**config.mk**
```make
export PLATFORM = sky130hd
export DESIGN_NAME = mips_prog_loader
export DESIGN_NICKNAME = d
export VERILOG_FILES = /design/src/rtl/mips_prog_loader.sv
export SDC_FILE = /design/constraint.sdc
export NUM_CORES = 1
export LEC_CHECK = 0
export BUFFER_PORTS_ARGS = -buffer_cell sky130_fd_sc_hd__buf_4
export CELL_PAD_IN_SITES_DETAIL_PLACEMENT = 0
export CELL_PAD_IN_SITES_GLOBAL_PLACEMENT = 1
export CORE_MARGIN = 2
export CORE_UTILIZATION = 52
export CTS_BUF_LIST = sky130_fd_sc_hd__clkbuf_2 sky130_fd_sc_hd__clkbuf_4 sky130_fd_sc_hd__clkbuf_8
export DETAILED_ROUTE_END_ITERATION = 6
export GPL_TIMING_DRIVEN = 0
export PLACE_DENSITY_LB_ADDON = 0.1
export SYNTH_ARGS = -nofsm -noshare
export SYNTH_HDL_FRONTEND = slang
export SYNTH_SLANG_ARGS = --single-unit
```
**constraint.sdc**
```tcl
create_clock -name clk1 -period 5.6 [get_ports clk1]
set_input_delay 0.28 -clock clk1 [delete_from_list [all_inputs] [get_ports clk1]]
set_output_delay 0.28 -clock clk1 [all_outputs]
set_load 0.01 [all_outputs]
```
**src/rtl/mips_prog_loader.sv**
```systemverilog
// Boot-time loader: assembles a big-endian byte stream into 32-bit words, writes the
// instruction image into the core memory, verifies a trailing checksum, then releases the core.
module mips_prog_loader #(
    parameter int unsigned ADDR_W = 10,
    parameter int unsigned DEPTH  = 1024,
    parameter int unsigned BASE   = 0
) (
    input  logic              clk1,
    input  logic              rst_n,
    input  logic              s_valid,
    input  logic [7:0]        s_data,
    output logic              s_ready,
    output logic              mem_we,
    output logic [ADDR_W-1:0] mem_addr,
    output logic [31:0]       mem_wdata,
    output logic              core_run,
    output logic              load_err,
    output logic [ADDR_W:0]   words_loaded,
    input  logic              restart
);

    typedef enum logic [2:0] {
        ST_HDR,
        ST_LOAD,
        ST_CSUM,
        ST_DONE,
        ST_ERR
    } state_e;

    localparam logic [31:0]       MAX_N  = 32'(DEPTH - BASE);
    localparam logic [ADDR_W-1:0] BASE_A = ADDR_W'(BASE);

    state_e              state_q, state_d;
    logic [1:0]          bcnt_q, bcnt_d;
    logic [23:0]         shift_q, shift_d;
    logic [ADDR_W:0]     n_q, n_d;
    logic [ADDR_W:0]     idx_q, idx_d;
    logic [31:0]         sum_q, sum_d;
    logic                mem_we_q, mem_we_d;
    logic [ADDR_W-1:0]   mem_addr_q, mem_addr_d;
    logic [31:0]         mem_wdata_q, mem_wdata_d;
    logic [ADDR_W:0]     wl_q, wl_d;

    logic                accept;
    logic                word_done;
    logic [31:0]         word;

    // Ready is forced low while reset is held so no byte can slip in during reset.
    assign s_ready   = rst_n & ((state_q == ST_HDR) | (state_q == ST_LOAD) | (state_q == ST_CSUM));
    assign accept    = s_valid & s_ready;
    assign word_done = accept & (bcnt_q == 2'd3);
    assign word      = {shift_q, s_data};

    assign mem_we       = mem_we_q;
    assign mem_addr     = mem_addr_q;
    assign mem_wdata    = mem_wdata_q;
    assign core_run     = (state_q == ST_DONE);
    assign load_err     = (state_q == ST_ERR);
    assign words_loaded = wl_q;

    always_comb begin
        state_d     = state_q;
        bcnt_d      = bcnt_q;
        shift_d     = shift_q;
        n_d         = n_q;
        idx_d       = idx_q;
        sum_d       = sum_q;
        mem_we_d    = 1'b0;
        mem_addr_d  = mem_addr_q;
        mem_wdata_d = mem_wdata_q;
        wl_d        = wl_q;

        if (accept) begin
            bcnt_d = bcnt_q + 2'd1;
            if (bcnt_q != 2'd3) begin
                shift_d = {shift_q[15:0], s_data};
            end
        end

        if (word_done) begin
            case (state_q)
                ST_HDR: begin
                    idx_d = '0;
                    if (word == 32'd0) begin
                        state_d = ST_CSUM;
                    end else if (word > MAX_N) begin
                        state_d = ST_ERR;
                    end else begin
                        n_d     = word[ADDR_W:0];
                        state_d = ST_LOAD;
                    end
                end
                ST_LOAD: begin
                    mem_we_d    = 1'b1;
                    mem_addr_d  = BASE_A + idx_q[ADDR_W-1:0];
                    mem_wdata_d = word;
                    sum_d       = sum_q + word;
                    wl_d        = idx_q + 1'b1;
                    idx_d       = idx_q + 1'b1;
                    if (idx_q == n_q - 1'b1) begin
                        state_d = ST_CSUM;
                    end
                end
                ST_CSUM: begin
                    state_d = (word == sum_q) ? ST_DONE : ST_ERR;
                end
                default: ;
            endcase
        end

        if (restart && ((state_q == ST_DONE) || (state_q == ST_ERR))) begin
            state_d = ST_HDR;
            wl_d    = '0;
            sum_d   = '0;
            idx_d   = '0;
            bcnt_d  = '0;
        end
    end

    always_ff @(posedge clk1 or negedge rst_n) begin
        if (!rst_n) begin
            state_q     <= ST_HDR;
            bcnt_q      <= '0;
            shift_q     <= '0;
            n_q         <= '0;
            idx_q       <= '0;
            sum_q       <= '0;
            mem_we_q    <= 1'b0;
            mem_addr_q  <= '0;
            mem_wdata_q <= '0;
            wl_q        <= '0;
        end else begin
            state_q     <= state_d;
            bcnt_q      <= bcnt_d;
            shift_q     <= shift_d;
            n_q         <= n_d;
            idx_q       <= idx_d;
            sum_q       <= sum_d;
            mem_we_q    <= mem_we_d;
            mem_addr_q  <= mem_addr_d;
            mem_wdata_q <= mem_wdata_d;
            wl_q        <= wl_d;
        end
    end

endmodule
```
==> flow_summary.json, run 1 <==
{
  "crit_slowest_cell": "clkbuf_1",
  "ff2ff_setup_slack_ps": 2340,
  "grt_overflow": 0,
  "r2r-end": "sum_q[30]",
  "die_w_um": 125,
  "synthesis.area_mm2": 0.00765,
  "endpoint": "sum_q[20]",
  "cts_sinks": 137,
  "drv_cap": 0,
  "tightest_slew_ps": 861,
  "cp-startpoint": "rst_n",
  "grt_first_pass_wirelength_um": 33300,
  "yosysSeqAreaShare_pct": 44.8,
  "crit_type": "input pin to flip-flop",
  "fp.coreArea_mm2": 0.0145,
  "rsz0062_at_grt": "false",
  "grt_antenna_before_repair": 0,
  "vdd_drop_max_mv": 0.178,
  "drt-total-wl_um": 20200,
  "final_area_mm2": 0.00886,
  "hold_class": "input pin to flip-flop",
  "vias_per_cell": 5.88,
  "dp_hpwl_um": 14600,
  "setup_viol": 0,
  "multi_input_area_mm2": 0.00397,
  "clk_pin_slew_ps": 80,
  "hold_ws_ps": 73.0,
  "fillers": 1289,
  "worst_clock_skew_ps": 9.23,
  "grt_pass1_vias": 6336,
  "diodes": 0,
  "final_nets": 965,
  "io_pins": 69,
  "avgSynthCellArea_um2": 9.23,
  "syn_inst": 829,
  "r2r_cells": 9,
  "grt_use_total_pct": 26.7,
  "r2r-start": "sum_q[0]",
  "place.gp.congestion": 0.942,
  "rows": 44,
  "postCtsSetupBuffers": 0,
  "yosys_warnings": 0,
  "first_pass_iters": 5,
  "fmax_mhz": 245,
  "path_common_cell": "inv_1",
  "initial_core_util_pct": 52.8,
  "max_slew_margin_pct": 42.6,
  "critPathCaptureType": "flip-flop",
  "worstPathCellList": "dlygate4sd3_1 -> buf_6 -> buf_16 -> inv_1 -> a2111oi_4 -> nand4_1 -> inv_1 -> clkbuf_1 -> buf_1 -> o2111ai_1 -> nand3_1",
  "period_needed_ps": 4080,
  "clock-root-buffer": "clkbuf_8",
  "dieArea_mm2": 0.0157,
  "synthArstFlopShare_pct": 100,
  "synth_edf_count": 0,
  "io_buffer_count": 68,
  "p_leak_nw": 4.37,
  "cts_tree": "built",
  "seqCellArea_mm2": 0.00343,
  "drive_gt1_share_pct": 14.7,
  "synth_cell_types": 64,
  "fin_tns_setup_ps": 0,
  "numCtsBuffers": 17,
  "critPathLaunchType": "input pin",
  "drc": 0,
  "grt_max_degree": 96,
  "required_ps": 5990,
  "ant_nets": 0,
  "drtIter0Drc": 417,
  "die_h_um": 125,
  "crit_fanout": 95,
  "p_per_area_mw_per_mm2": 345,
  "outcome": "finished clean",
  "clockBufferDepth": 2,
  "via_count": 6552,
  "period_share_pct": 72.9,
  "mostFrequentLayoutCell": "nand2_1",
  "layout_common_cells": "165 x nand2_1, 137 x dfrtp_1, 67 x buf_4, 48 x o21ai_0, 45 x nand3_1",
  "syn_to_final_growth_pct": 15.8,
  "synthFlopType": "dfrtp_1",
  "wire_per_inst_um": 18.1,
  "clk_latency_ps": 460,
  "ctsHtreeMaxLevel": 4,
  "syn-num-nets": 876,
  "cp.arrival_ps": 4470,
  "slew_viol_final": 0,
  "slowest_delay_ps": 630,
  "hold_viol": 0,
  "ys_ff_latch": 137,
  "dpl_cell_area_mm2": 0.00842
}
-- critical path, delay by kind of cell --
family          cells  cell delay (ps)
buf+inv             7             2950
compound gates      2              720
simple gates        2              440
-- per-stage QoR --
step / cells / power, mW / util [%] / setup WS, ps
6_report: 1115 / 3.06 / 61.2 / 1520
2_1_floorplan: 829 / 1.84 / - / 3040
4_1_cts: 1115 / 3.06 / 61.2 / 1510
3_5_place_dp: 1082 / 2.18 / 58.2 / 1600
5_1_grt: 1115 / 3.22 / 61.2 / 1220
3_3_place_gp: 1081 / 2.15 / 58.0 / 1020
-- what timing repair did --
item | CTS | global route
endpoints found under the setup margin | 0 | 0
gates resized for setup | 0 | 0
hold endpoints to repair | 43 | 0
hold buffers | 1 | 0
-- registers in the layout, indices dropped and copies added (netlist names) --
register,count
mem_wdata,32
sum_q,32
shift_q,24
idx_q,11
n_q,11
words_loaded,11
mem_addr,10
state_q,3
bcnt_q,2
mem_we,1
-- cells by family after synthesis --
| logic type | synth area share [%] |
|---|---|
| AND/OR/NAND/NOR | 19.5 |
| AO/OA/AOI/OAI | 15.3 |
| flip-flops | 44.8 |
| buffers and inverters | 3.24 |
| XOR/XNOR | 5.27 |
| multiplexers | 6.08 |
| adder cells (fa/ha/maj) | 5.82 |
-- worst min path at each step --
stage,endpoint,cells past startpoint,slack [ps],startpoint
2_1_floorplan,bcnt_q[0],0,-20,rst_n
3_3_place_gp,mem_wdata[23],2,460,mem_wdata[23]
3_5_place_dp,mem_wdata[30],1,230,rst_n
4_1_cts,mem_wdata[6],3,60,s_data[6]
5_1_grt,mem_wdata[4],3,80,s_data[4]
6_report,mem_wdata[3],3,70,s_data[3]
-- power by group --
group	internal [mW]	total (mW)	switching, mW
clock network	0.467	0.880	0.413
logic	0.343	0.850	0.507
registers	1.12	1.33	0.210
total	1.93	3.06	1.13
-- cells in the mapped netlist (4+ instances only) --
cell type / instances / area [µm²]
a31oi_1: 8 / 50.1
a21oi_1: 31 / 155
nand3_1: 45 / 225
clkbuf_1: 37 / 139
nand2_1: 165 / 619
nor3_1: 15 / 75.1
mux2_2: 25 / 282
mux2i_1: 6 / 60.1
inv_1: 17 / 63.8
xor2_1: 20 / 175
mux2_1: 11 / 124
o21bai_1: 7 / 52.6
dfrtp_1: 137 / 3430
nor4_1: 15 / 93.8
o21a_1: 4 / 30.0
nand4_1: 8 / 50.1
and3_1: 17 / 106
or3_1: 5 / 31.3
buf_1: 8 / 30.0
xnor2_1: 26 / 228
o21ai_0: 48 / 240
nor2_1: 39 / 146
o31ai_1: 8 / 60.1
a211oi_1: 17 / 128
o21ai_1: 9 / 45.0
ha_1: 34 / 425
nor2b_1: 4 / 25.0
a21o_1: 13 / 97.6
-- cell type report --
| class | count | share of cell area, % |
|---|---|---|
| plain buffers | 48 | 2.08 |
| clock buffers | 19 | 2.95 |
| clock inverters | 13 | 1.89 |
| inverters | 17 | 0.720 |
| multi-input cells | 627 | 44.8 |
| flip-flops and latches | 137 | 38.7 |
| well taps | 184 | 2.60 |
| repair buffers | 70 | 6.23 |
-- layer usage --
layer	share of wire, %	global-route usage, %	routed length, µm
met1	47	38.5	9590
met2	44	40.5	9000
met3	5.3	3.98	1070
met4	2.8	11.5	568
met5	0	0	0
(Power assumes the default switching activity.)
==> inputs of run 2 (changes only) <==
Settings changed: ABC_AREA set to 1, CORE_UTILIZATION 52 to 46.
Clock period 5.6 ns to 4.2 ns, I/O delays scaled along.
==> run 2 against run 1 <==
Effect of this change: clock skew up 9.1 ps; synthesized cell count rose by 29%; die area grew 17%; total power increased by 27%; core utilization fell by 7.0 points; area after synthesis grew 3.7%; count of clock-buffer cells in the layout did not move; combinational power is 16% higher; global-route usage fell by 0.42 points; critical endpoint is now shift_q[22]; largest cell class unchanged.
==> flow_summary.json, run 2 <==
{
  "worst_clock_skew_ps": 18.3,
  "seqCellArea_mm2": 0.00343,
  "drv_cap": 0,
  "synthTopCellsByArea": "dfrtp_1 43%, nand2_1 15%, o21ai_0 7.1%",
  "required_ps": 4570,
  "synth_cell_types": 39,
  "fin_tns_setup_ps": 0,
  "finalNonFillerCells": 1396,
  "grt_use_total_pct": 26.3,
  "synth.top_cells.by_count": "322 x nand2_1, 137 x dfrtp_1, 112 x inv_1, 112 x o21ai_0, 91 x nor2_1",
  "hold_class": "input pin to flip-flop",
  "dieArea_mm2": 0.0183,
  "cp.arrival_ps": 2990,
  "p_int_mw": 2.47,
  "layout_setup_ws_ps": 1580,
  "setup_viol": 0,
  "synth_compound_area_share_pct": 14.6,
  "slew_viol_final": 0,
  "wire_per_inst_um": 16.7,
  "synthSimpleGateAreaFrac_pct": 27.7,
  "synth.largest_area_cell": "dfrtp_1",
  "tightest_slew_ps": 705,
  "grt_antenna_before_repair": 0,
  "initial_core_util_pct": 46.5,
  "place.gp.congestion": 0.899,
  "hold_ws_ps": 32.0,
  "syn_to_final_growth_pct": 16.6,
  "io_buffer_count": 68,
  "ant_nets": 0,
  "period_needed_ps": 2620,
  "layout_common_cells": "322 x nand2_1, 137 x dfrtp_1, 112 x inv_1, 112 x o21ai_0, 91 x nor2_1",
  "dp_cells": 1362,
  "clk_pin_slew_ps": 90,
  "p_leak_nw": 4.76,
  "p_comb_share_pct": 25.3,
  "synth_mux_area_share_pct": 0,
  "mostFrequentLayoutCell": "nand2_1",
  "crit_fanout": 66,
  "worstPathCellList": "dlygate4sd3_1 -> buf_6 -> inv_1 -> nor2_4 -> nand2_1 -> nor2_1 -> buf_2 -> buf_2 -> nand2_1 -> o21ai_0",
  "max_slew_margin_pct": 53.0,
  "synthXorXnorAreaFrac_pct": 1.33,
  "p_sw_mw": 1.42,
  "period_share_pct": 62.5,
  "critPathBufInv": 5,
  "fp.coreArea_mm2": 0.0171,
  "final_core_util_pct": 54.2,
  "drive_gt1_share_pct": 12.6,
  "final_nets": 1205,
  "synth_most_common_cell": "nand2_1",
  "crit_slowest_cell": "dlygate4sd3_1",
  "critPathCaptureType": "flip-flop",
  "rows": 48,
  "ctsHtreeMaxLevel": 4,
  "critical_path.top_delay_family": "buffers and inverters",
  "p_per_area_mw_per_mm2": 421,
  "dpl_worst_slack_ps": 1640,
  "fillers": 1704,
  "dp_hpwl_um": 18100,
  "crit_type": "input pin to flip-flop",
  "power_frac_seq_pct": 41.4,
  "drtIter0Drc": 524,
  "outcome": "finished clean",
  "multi_input_area_mm2": 0.00391,
  "synth_top_area_share_pct": 43.2,
  "grt_first_pass_wirelength_um": 36600,
  "synth_edf_count": 0,
  "drt-total-wl_um": 23400,
  "io_pins": 69,
  "syn_inst": 1068,
  "grt_pass1_vias": 6718,
  "vdd_drop_max_mv": 0.193,
  "critPathLaunchType": "input pin",
  "yosysSeqAreaShare_pct": 43.2,
  "hold_viol": 0,
  "die_w_um": 135,
  "cts_tree": "built",
  "syn-num-nets": 1115,
  "grt_overflow": 0,
  "die_h_um": 135,
  "diodes": 0,
  "clk_latency_ps": 450,
  "p_sw_share_pct": 36.5,
  "cts_sinks": 137,
  "synthFlopType": "dfrtp_1",
  "via_count": 7471,
  "drc": 0,
  "ys_ff_latch": 137,
  "first_pass_iters": 6,
  "fmax_mhz": 381,
  "grt_max_degree": 74,
  "synthArstFlopShare_pct": 100,
  "rsz0062_at_grt": "false",
  "synth_top_family_by_area": "simple AND/OR/NAND/NOR gates",
  "slowest_delay_ps": 540,
  "synthesis.area_mm2": 0.00793,
  "clockBufferDepth": 2,
  "ff2ff_setup_slack_ps": 1710,
  "avgSynthCellArea_um2": 7.43,
  "numCtsBuffers": 17,
  "clock-root-buffer": "clkbuf_8",
  "synth_adder_area_share_pct": 5.62,
  "yosys_warnings": 0,
  "pwr-share-clk_pct": 33.3,
  "vias_per_cell": 5.35
}
==> run 2: changes by cell type in the layout (fill, tap and decap cells not counted), moves of 22 or more <==
| cell | change |
|---|---|
| mux2_2 | -25 |
| nor2_1 | +52 |
| clkbuf_1 | -32 |
| inv_1 | +95 |
| nand2_1 | +157 |
| xnor2_1 | -22 |
| o21ai_0 | +64 |
| a21oi_1 | +22 |
==> run 2: worst register-to-register path, stage by stage, from the launching register on <==
cell and delay (ps):
dfrtp_1 470, ha_1 490, nand2_1 160, inv_1 80
nand2_1 100, inv_1 90, nand2_1 40, o21ai_0 530
nand2_1 170, nand2_1 100, nand2_1 50, nand3_1 60
nand2_1 50
==> run 2: layer usage <==
layer	vias to the layer above	GRT usage [%]	share of wire, %
met1	3544	42.1	51
met5	-	0	0
li1	3713	-	-
met2	187	36.1	41
met4	0	7.75	2.0
met3	27	4.38	5.5
==> run 2: power by group through the flow <==
stage	logic [mW]	clock network, mW	registers, mW
3_3_place_gp	0.958	0	1.63
6_report	0.986	1.30	1.61
4_1_cts	0.976	1.32	1.60
2_1_floorplan	0.661	0	1.55
3_5_place_dp	0.970	0	1.63
5_1_grt	1.11	1.37	1.62
==> run 2: per-stage QoR <==
step,cell area [µm²],power (mW)
global route,9240,4.11
global placement,8720,2.59
detailed placement,8750,2.60
floorplan,7930,2.21
CTS,9240,3.90
finish,9240,3.89
==> run 2: final timing paths <==
kind | from | to | cells past startpoint
setup / recovery | rst_n | shift_q[22] | 10
hold / removal | s_valid | bcnt_q[1] | 3
setup reg to reg | shift_q[2] | sum_q[29] | 12
hold reg to reg | words_loaded[1] | words_loaded[1] | 2
max in group asynchronous | rst_n | mem_wdata[12] | 3
min in group asynchronous | rst_n | sum_q[22] | 2
==> run 2: timing repair <==
action,CTS,global route
hold buffers,2,0
setup buffers,0,0
hold endpoints to repair,65,0
resized for setup,0,0
==> run 2: logic make-up (layout without fill, tap and decap cells) <==
group	count (synthesis)	count (layout)
AND/OR/NAND/NOR	530	530
flip-flops	137	137
buffers and inverters	143	246
adder cells (fa/ha/maj)	35	35
AO/OA/AOI/OAI	211	211
XOR/XNOR	12	12
==> run 2: final cells by class <==
| cell class | count | share of cell area, % |
|---|---|---|
| buffer | 27 | 1.68 |
| tap | 225 | 3.05 |
| inverter | 116 | 4.72 |
| sequential | 137 | 37.1 |
| clock buffer | 19 | 2.76 |
| timing repair buffer | 71 | 6.08 |
| clock inverter | 13 | 2.33 |
| multi-input combinational | 788 | 42.3 |
==> inputs of run 3 (changes only) <==
Settings changed: ABC_AREA 1 to 0, CORE_UTILIZATION 46 to 48.
Clock period 4.2 ns to 2.7 ns, I/O delays scaled along.
==> run 3 against run 2 <==
Effect of this change: combinational power up 100%; clock skew fell by 9.8 ps; sequential power increased by 73%; routed wire length fell by 4.6%; register-to-register slack got worse by 1700 ps; worst setup slack got worse by 1500 ps; core utilization increased by 6.4 points; sequential cell count is the same; count of clock-buffer cells in the layout fell by 1; highest routed layer unchanged.
==> flow_summary.json, run 3 (same netlist as run 1, synthesis figures left out) <==
{
  "outcome": "finished clean",
  "place.gp.congestion": 0.945,
  "grt_pass1_vias": 6524,
  "critPathCaptureType": "flip-flop",
  "p_comb_share_pct": 29.9,
  "pwr-share-clk_pct": 28.4,
  "fp.coreArea_mm2": 0.0157,
  "use_met1_pct": 38.4,
  "setup_viol": 0,
  "drc": 0,
  "mostFrequentLayoutCell": "nand2_1",
  "cp.arrival_ps": 3000,
  "critPathBufInv": 1,
  "whs_endpoint": "words_loaded[8]",
  "dp_hpwl_um": 15600,
  "grt_use_total_pct": 27.2,
  "drt-total-wl_um": 22300,
  "r2r-start": "shift_q[12]",
  "period_needed_ps": 2650,
  "power_frac_seq_pct": 41.7,
  "layout_common_cells": "165 x nand2_1, 131 x dfrtp_1, 80 x buf_4, 47 x o21ai_0, 44 x nand3_1",
  "diodes": 0,
  "drtIter0Drc": 379,
  "vias_per_cell": 5.75,
  "slew_viol_final": 0,
  "grt_util_met2_pct": 43.3,
  "max_slew_margin_pct": 52.8,
  "rsz0062_at_grt": "true",
  "grt_first_pass_wirelength_um": 35300,
  "hold_ws_ps": 131,
  "r2r_cells": 6,
  "worst_clock_skew_ps": 8.47,
  "dpl_worst_slack_ps": -1000,
  "io_pins": 69,
  "tightest_slew_ps": 708,
  "p_sw_mw": 2.50,
  "via_count": 6737,
  "die_h_um": 130,
  "hold_class": "input pin to flip-flop",
  "worstHoldStart": "restart",
  "fmax_mhz": 377,
  "p_int_mw": 4.16,
  "clockBufferDepth": 2,
  "clk_pin_slew_ps": 80,
  "numCtsBuffers": 17,
  "clk_latency_ps": 450,
  "critical_path.top_delay_family": "simple AND/OR/NAND/NOR gates",
  "ant_nets": 0,
  "crit_fanout": 10,
  "clock-root-buffer": "clkbuf_8",
  "ctsHtreeMaxLevel": 4,
  "hold_viol": 0,
  "drv_cap": 0,
  "ff2ff_setup_slack_ps": 50,
  "dieArea_mm2": 0.0170,
  "grt_antenna_before_repair": 0,
  "cts_tree": "built",
  "grt_max_degree": 51,
  "vdd_drop_max_mv": 0.346,
  "die_w_um": 130,
  "cts_sinks": 137,
  "syn_to_final_growth_pct": 24.5,
  "first_pass_iters": 5,
  "layout_setup_ws_ps": 47.2,
  "initial_core_util_pct": 48.7,
  "crit_slowest_cell": "or4_4",
  "p_per_area_mw_per_mm2": 700,
  "wire_per_inst_um": 19.0,
  "top_usage_layer": "met2",
  "fillers": 1384,
  "worstPathCellList": "or4_1 -> or4_4 -> nor3b_4 -> nand3b_1 -> buf_6 -> mux2_1",
  "final_nets": 989,
  "io_buffer_count": 68,
  "p_sw_share_pct": 37.5,
  "slowest_delay_ps": 570,
  "required_ps": 3040,
  "critPathLaunchType": "flip-flop",
  "r2r-end": "n_q[1]",
  "grt_overflow": 0,
  "drive_gt1_share_pct": 21.9,
  "grt_use_met3_pct": 4.22,
  "crit_type": "flip-flop to flip-flop",
  "rows": 46,
  "p_leak_nw": 4.62,
  "hold_depth": 3,
  "period_share_pct": 98.3
}
run 3: area by class of cell:
cell class	count	area, µm²	share of cell area [%]
plain buffers	43	180	1.89
multi-input cells	627	4250	44.6
inverters	17	63.8	0.670
clock inverters	14	196	2.06
flip-flops and latches	137	3440	36.1
well taps	216	270	2.84
repair buffers	99	890	9.34
clock buffers	18	241	2.54
run 3: how the worst max path moves through the flow:
stage	startpoint	end	slack (ps)	cells past startpoint
after floorplan	sum_q[0]	sum_q[28]	140	9
after global placement	rst_n	sum_q[20]	-1660	9
after detailed placement	rst_n	sum_q[20]	-1000	10
after CTS	shift_q[0]	sum_q[20]	-40	8
after global routing	sum_q[0]	sum_q[30]	-30	9
final	shift_q[12]	n_q[1]	50	6
run 3: metrics by stage:
step / TNS, ps / std cells / total power [mW] / util [%] / area (µm²)
6_report: 0 / 1171 / 6.66 / 60.6 / 9530
5_1_grt: -103 / 1171 / 6.99 / 60.6 / 9530
4_1_cts: -44.6 / 1163 / 6.54 / 59.1 / 9280
3_5_place_dp: -81170 / 1114 / 4.57 / 53.9 / 8460
3_3_place_gp: -166060 / 1113 / 4.52 / 53.7 / 8430
2_1_floorplan: 0 / 829 / 3.82 / - / 7650
run 3: power by group through the flow:
stage	combinational, mW	sequential (mW)	clock, mW
after floorplan	1.22	2.60	0
after global placement	1.72	2.80	0
after detailed placement	1.76	2.81	0
after CTS	1.85	2.77	1.92
after global routing	2.16	2.81	2.01
final	1.99	2.78	1.89
run 3: what timing repair did:
| item | CTS | global route |
|---|---|---|
| setup endpoints to repair | 95 | 43 |
| gates resized for setup | 27 | 43 |
| pin swaps | 5 | 10 |
| endpoints found under the hold margin | 111 | 0 |
| setup buffers | 5 | 8 |
| hold buffers | 16 | 0 |
| gates cloned | 1 | 0 |
run 3: worst reg2reg max path, stage by stage (launching register included):
cell and delay (ps):
dfrtp_2 470, or4_1 530, or4_4 570, nor3b_4 240
nand3b_1 200, buf_6 210, mux2_1 320
run 3: per-layer routing:
layer	share of wire, %	up-vias
li1	-	3170
met4	1.6	0
met5	0	-
met1	47	3367
met2	47	176
met3	4.1	24
